[src/rtl/envelope_modulator.sv]
// ADSR envelope generator with a two-stage signed amplitude scaler.
// Envelope state and level update every cycle; audio path is a free-running 2-cycle pipe.
module envelope_modulator (
   input  logic        i_Clock,
   input  logic        i_Reset_n,
   input  logic [15:0] i_Amplitude,
   input  logic        i_Gate,
   input  logic [15:0] i_AttackRate,
   input  logic [15:0] i_DecayRate,
   input  logic [15:0] i_SustainLevel,
   input  logic [15:0] i_ReleaseRate,
   output logic [15:0] o_Amplitude,
   output logic [15:0] o_Level,
   output logic [2:0]  o_State
);

   localparam int unsigned DataW  = 16;
   localparam int unsigned ProdW  = 32;
   localparam int unsigned StateW = 3;

   typedef enum logic [StateW-1:0] {
      ST_IDLE    = 3'd0,
      ST_ATTACK  = 3'd1,
      ST_DECAY   = 3'd2,
      ST_SUSTAIN = 3'd3,
      ST_RELEASE = 3'd4
   } state_e;

   state_e             state_q, state_d;
   logic [DataW-1:0]   level_q, level_d;
   logic               gate_hist_q, gate_hist_d;
   logic [DataW-1:0]   amp_s1_q, amp_s1_d;
   logic [DataW-1:0]   lvl_s1_q, lvl_s1_d;
   logic [DataW-1:0]   out_q, out_d;

   logic [DataW:0]        attack_sum_c;
   logic signed [DataW:0] decay_diff_c;
   logic signed [DataW:0] release_diff_c;
   logic signed [ProdW-1:0] prod_c;

   // Level arithmetic is one bit wider so overflow/underflow are visible.
   assign attack_sum_c   = {1'b0, level_q} + {1'b0, i_AttackRate};
   assign decay_diff_c   = $signed({1'b0, level_q}) - $signed({1'b0, i_DecayRate});
   assign release_diff_c = $signed({1'b0, level_q}) - $signed({1'b0, i_ReleaseRate});

   // Unsigned level is zero-extended so it multiplies as a non-negative gain.
   assign prod_c = $signed({{16{amp_s1_q[DataW-1]}}, amp_s1_q}) * $signed({16'd0, lvl_s1_q});

   always_comb begin
      state_d     = state_q;
      level_d     = level_q;
      gate_hist_d = i_Gate;
      amp_s1_d    = i_Amplitude;
      lvl_s1_d    = level_q;
      out_d       = DataW'(prod_c >>> 16);

      if (i_Gate && !gate_hist_q) begin
         state_d = ST_ATTACK;
      end else if (!i_Gate && (state_q == ST_ATTACK || state_q == ST_DECAY ||
                               state_q == ST_SUSTAIN)) begin
         state_d = ST_RELEASE;
      end else begin
         unique case (state_q)
            ST_IDLE: level_d = '0;
            ST_ATTACK: begin
               if (i_AttackRate != '0) begin
                  if (attack_sum_c >= 17'h0FFFF) begin
                     level_d = 16'hFFFF;
                     state_d = ST_DECAY;
                  end else begin
                     level_d = DataW'(attack_sum_c);
                  end
               end
            end
            ST_DECAY: begin
               if (i_DecayRate != '0) begin
                  if (decay_diff_c <= $signed({1'b0, i_SustainLevel})) begin
                     level_d = i_SustainLevel;
                     state_d = ST_SUSTAIN;
                  end else begin
                     level_d = DataW'(decay_diff_c);
                  end
               end
            end
            ST_SUSTAIN: level_d = i_SustainLevel;
            ST_RELEASE: begin
               if (i_ReleaseRate != '0) begin
                  if (release_diff_c <= 17'sd0) begin
                     level_d = '0;
                     state_d = ST_IDLE;
                  end else begin
                     level_d = DataW'(release_diff_c);
                  end
               end
            end
            default: begin
               level_d = '0;
               state_d = ST_IDLE;
            end
         endcase
      end
   end

   always_ff @(posedge i_Clock) begin
      if (!i_Reset_n) begin
         state_q     <= ST_IDLE;
         level_q     <= '0;
         gate_hist_q <= 1'b0;
         amp_s1_q    <= '0;
         lvl_s1_q    <= '0;
         out_q       <= '0;
      end else begin
         state_q     <= state_d;
         level_q     <= level_d;
         gate_hist_q <= gate_hist_d;
         amp_s1_q    <= amp_s1_d;
         lvl_s1_q    <= lvl_s1_d;
         out_q       <= out_d;
      end
   end

   assign o_Amplitude = out_q;
   assign o_Level     = level_q;
   assign o_State     = state_q;

endmodule

[config.mk]
export PLATFORM = sky130hd
export DESIGN_NAME = envelope_modulator
export DESIGN_NICKNAME = d
export VERILOG_FILES = /design/src/rtl/envelope_modulator.sv
export SDC_FILE = /design/constraint.sdc
export NUM_CORES = 1
export LEC_CHECK = 0
export CAP_MARGIN = 5
export CORE_MARGIN = 2
export CORE_UTILIZATION = 30
export DETAILED_ROUTE_END_ITERATION = 8
export HOLD_SLACK_MARGIN = 0.08
export PLACE_DENSITY_LB_ADDON = 0.2
export SKIP_LAST_GASP = 1
export SYNTH_ARGS = -nofsm -noshare
export SYNTH_HDL_FRONTEND = slang
export SYNTH_SLANG_ARGS = --single-unit
export TNS_END_PERCENT = 20
[constraint.sdc]
create_clock -name i_Clock -period 5.7 [get_ports i_Clock]
set_input_delay 1.425 -clock i_Clock [delete_from_list [all_inputs] [get_ports i_Clock]]
set_output_delay 1.425 -clock i_Clock [all_outputs]
set_load 0.03 [all_outputs]
==> out/qor.log, run 1 <==
INFO  yosys          mapped_cell_area=0.0136mm2
INFO  cts            clock-sinks=68
INFO  grt            grt_max_degree=52
INFO  detailed_routing dr_total_vias=11700
INFO  detailed_routing post_drt_via_cell_ratio=4.81
INFO  detailed_routing post_drt_wl_per_cell=17.1um
INFO  yosys          postSynthCellCount=1582
INFO  cts            cts_made_buffers=9
INFO  yosys          ys.warnings.count=0
INFO  cts            worst_skew_pair_latency=0.37ns
INFO  power          max_rail_drop_vdd=0.0000889V
INFO  job            timing.max_cap.violations=0
INFO  finish         finish.net_count=2280
INFO  yosys          synth_area_per_cell=8.60um2
INFO  finish         final_cell_count_no_fill=2428
INFO  yosys          synth-edff-count=0
INFO  grt            grt_pass1_vias=12700
INFO  outcome        status=complete, but fails checks
INFO  grt            overall_fraction_of_global_route_tracks_in_use=18.4%
INFO  detailed_routing wl=41.5mm
INFO  timing         relative_slew_slack=29.8%
INFO  worst_setup_path worst-setup-path-type=flip-flop to flip-flop
INFO  finish         antenna-diode-count=0
INFO  timing         timing.clock.skew=0.0121ns
INFO  grt            grt_antenna_before_repair=2
INFO  hold_path      hp-class=flip-flop to flip-flop
INFO  finish         final_common_cell=sky130_fd_sc_hd__inv_1
INFO  power          p_leak=0.00845uW
INFO  timing         layout_worst_path_cycle_share=103%
INFO  detailed_routing firstDrtPassIters=8
INFO  finish         finalCoreUtilization=38.2%
INFO  worst_setup_path critical_path.max_fanout=6
INFO  timing         rsz_0062_raised_after_global_routing=yes
INFO  worst_setup_path worst_setup_path_end_kind=flip-flop
INFO  timing         post-route-worst-setup-slack=-0.166ns
INFO  finish         layout-area-overhead-vs-synth=26.6%
INFO  cts            tritoncts=built
INFO  timing         hold_viol_final=0
INFO  floorplanning  fp.dieArea=0.0470mm2
INFO  place          place_congestion=0.878
INFO  outcome        violated_checks=setup timing
INFO  cts            cts-htree-levels=3
INFO  floorplanning  ios=118
INFO  worst_setup_path crit_path_start_kind=flip-flop
INFO  yosys          ys_seq_elements=68
INFO  detailed_routing first_iter_violations=560
INFO  finish         share_of_layout_cells_above_drive_strength_1=14.4%
INFO  floorplanning  fp.dieH=217um
INFO  cts            root_buffer=sky130_fd_sc_hd__clkbuf_16
INFO  floorplanning  rows=78
INFO  timing         finalMaxSlewViolations=0
INFO  grt            global_route_wire_length_before_repair=67.9mm
INFO  cts            cts.hold.buffers_added=0
INFO  yosys          mappedNetlistNets=2039
INFO  place          place.detailed.hpwl=35.7mm
INFO  timing         setup_viol=10
INFO  place          placement.io_buffers=117
INFO  yosys          yosysSeqAreaShare=10.0%
INFO  floorplanning  initial_utilization=30.2%
INFO  timing         fmax=0.170GHz
INFO  detailed_routing count_of_unresolved_drc_violations_after_routing=0
INFO  timing         period_needed=5.87ns
INFO  floorplanning  coreArea=0.0451mm2
INFO  worst_setup_path crit_arrival=6.13ns
INFO  timing         worst_slew_pin_slew=1.05ns
INFO  yosys          synthArstFlopShare=0%
INFO  place          placed_cells_incl_taps=2401
INFO  grt            globalRouteOverflowTotal=0
INFO  yosys          synth.lib_cells_used.distinct=79
INFO  worst_setup_path worstPathRequired=5.97ns
INFO  cts            clock_path_buffers=2
INFO  cts            clk_pin_slew=0.06ns
INFO  yosys          ys_dominant_reg_cell=sky130_fd_sc_hd__dfxtp_1
INFO  floorplanning  die_outline_width=217um
INFO  finish         most-common-layout-cells=286 x sky130_fd_sc_hd__inv_1, 190 x sky130_fd_sc_hd__fa_1, 185 x sky130_fd_sc_hd__nand2_1
INFO  power          p_per_area=101mW/mm2
INFO  detailed_routing antenna_violating_nets_post_route=0
==> timing repair <==
action                     in CTS  in global routing
setup endpoints to repair      31                 31
pin swaps                      18                 13
buffers inserted               11                  0
gates resized for setup        50                 20
==> power by group <==
group / leakage, uW / switching [uW] / total (uW) / internal [uW]
combinational: 0.00774 / 322 / 604 / 282
clock: 0.000144 / 258 / 607 / 350
sequential: 0.000567 / 28.1 / 519 / 491
total: 0.00845 / 608 / 1730 / 1120
==> worst paths after layout <==
path,from,to,slack (ns),cells after the start
worst max-delay path,lvl_s1_q[5]$_SDFF_PN0_,o_Amplitude[15]$_SDFF_PN0_,-0.17,20
worst max register to register,lvl_s1_q[5]$_SDFF_PN0_,o_Amplitude[15]$_SDFF_PN0_,-0.17,20
worst min register to register,gate_hist_q$_SDFF_PN0_,o_State[0]$_SDFFE_PN0P_,0.53,2
worst min-delay path,gate_hist_q$_SDFF_PN0_,o_State[0]$_SDFFE_PN0P_,0.53,2
==> kinds of logic (layout without fill, tap and decap cells) <==
| kind of cell | Yosys count | in the layout | share of synthesized area (%) |
|---|---|---|---|
| AO/OA/AOI/OAI | 243 | 243 | 12.8 |
| XOR/XNOR | 49 | 49 | 3.16 |
| flip-flops | 68 | 68 | 10.0 |
| buffers and inverters | 334 | 580 | 9.33 |
| multiplexers | 2 | 2 | 0.166 |
| adder cells (fa/ha/maj) | 374 | 374 | 45.2 |
| AND/OR/NAND/NOR | 512 | 512 | 19.3 |
==> per-layer routing <==
layer  GRT usage (%)  vias to the layer above  routed length [um]
li1                -                     5634                   -
met1            23.6                     5717               18500
met2            32.6                      276               20400
met3            1.79                       43                1510
met4            5.87                        0                1070
met5               0                        -                   0
==> flip-flops by register name (all words and copies together), names as in the netlist <==
signal / cells
amp_s1_q: 16
gate_hist_q: 1
lvl_s1_q: 16
o_Amplitude: 16
o_Level: 16
o_State: 3
==> Yosys cell counts, drive strengths merged, types with 4 or more instances <==
| cell type | number | area [um2] |
|---|---|---|
| a2111oi | 5 | 75.1 |
| a211oi | 12 | 90.1 |
| a21o | 23 | 174 |
| a21oi | 58 | 298 |
| a221o | 4 | 40.0 |
| a221oi | 11 | 109 |
| a31o | 4 | 35.0 |
| a31oi | 7 | 58.8 |
| a32oi | 7 | 61.3 |
| a41oi | 4 | 35.0 |
| and2 | 158 | 988 |
| and3 | 15 | 100 |
| clkbuf | 42 | 158 |
| dfxtp | 68 | 1360 |
| fa | 196 | 3920 |
| ha | 178 | 2230 |
| inv | 289 | 1080 |
| nand2 | 185 | 694 |
| nand2b | 17 | 106 |
| nand3 | 19 | 95.1 |
| nand4 | 8 | 50.1 |
| nor2 | 45 | 171 |
| nor2b | 6 | 37.5 |
| nor3 | 15 | 75.1 |
| nor3b | 4 | 35.0 |
| nor4 | 15 | 93.8 |
| o211ai | 10 | 75.1 |
| o21a | 6 | 46.3 |
| o21ai | 39 | 199 |
| o21bai | 8 | 60.1 |
| o221ai | 4 | 35.0 |
| o2bb2ai | 6 | 52.6 |
| o31ai | 6 | 45.0 |
| or2 | 8 | 50.1 |
| or3 | 6 | 37.5 |
| or4 | 4 | 30.0 |
| xnor2 | 34 | 298 |
| xor2 | 15 | 131 |
==> critical path, cell delays in order, from the launching register on <==
cell and delay, ns:
sky130_fd_sc_hd__dfxtp_4 0.36, sky130_fd_sc_hd__buf_12 0.14, sky130_fd_sc_hd__and2_4 0.14, sky130_fd_sc_hd__fa_1 0.55, sky130_fd_sc_hd__inv_2 0.05, sky130_fd_sc_hd__fa_2 0.56, sky130_fd_sc_hd__inv_2 0.05, sky130_fd_sc_hd__fa_1 0.49
sky130_fd_sc_hd__fa_1 0.42, sky130_fd_sc_hd__fa_1 0.53, sky130_fd_sc_hd__fa_2 0.47, sky130_fd_sc_hd__ha_4 0.18, sky130_fd_sc_hd__a21o_1 0.20, sky130_fd_sc_hd__a21oi_2 0.16, sky130_fd_sc_hd__nor2b_1 0.06, sky130_fd_sc_hd__or4_1 0.42
sky130_fd_sc_hd__o21a_4 0.27, sky130_fd_sc_hd__a21o_4 0.24, sky130_fd_sc_hd__a311oi_2 0.23, sky130_fd_sc_hd__xnor2_1 0.09, sky130_fd_sc_hd__and2_1 0.16
==> cell type report <==
cell class / count / area [um2]
Clock inverter: 6 / 63.8
Clock buffer: 10 / 239
Fill cell: 4686 / 27900
Inverter: 290 / 1090
Sequential cell: 68 / 1410
Tap cell: 600 / 751
Multi-Input combinational cell: 1180 / 11200
Timing Repair Buffer: 274 / 2480
==> through the flow <==
step	instance area (um2)	worst slack, ns	hold slack (ns)	power, uW	TNS, ns
final	17200	-0.166	0.527	1730	-0.985
after global routing	17200	-0.367	0.537	1830	-3.51
after CTS	17100	-0.193	0.527	1750	-2.10
after detailed placement	16600	-0.758	0.513	1120	-16.19
after global placement	16600	-0.709	0.506	1110	-14.30
after floorplan	13800	-0.000733	0.475	853	-0.000733
No activity file was read; power rests on OpenSTA's default activity.
==> inputs of run 2 (changes only) <==
Settings changed: CTS_CLUSTER_DIAMETER set to 60.
==> results of run 2 <==
Same layout as run 1: the final DEF is identical, and so are final timing and power.
==> inputs of run 3 (changes only) <==
Settings changed: CTS_CLUSTER_DIAMETER 60 to 120.
==> results of run 3 <==
Same layout as run 1: the final DEF is identical, and so are final timing and power.
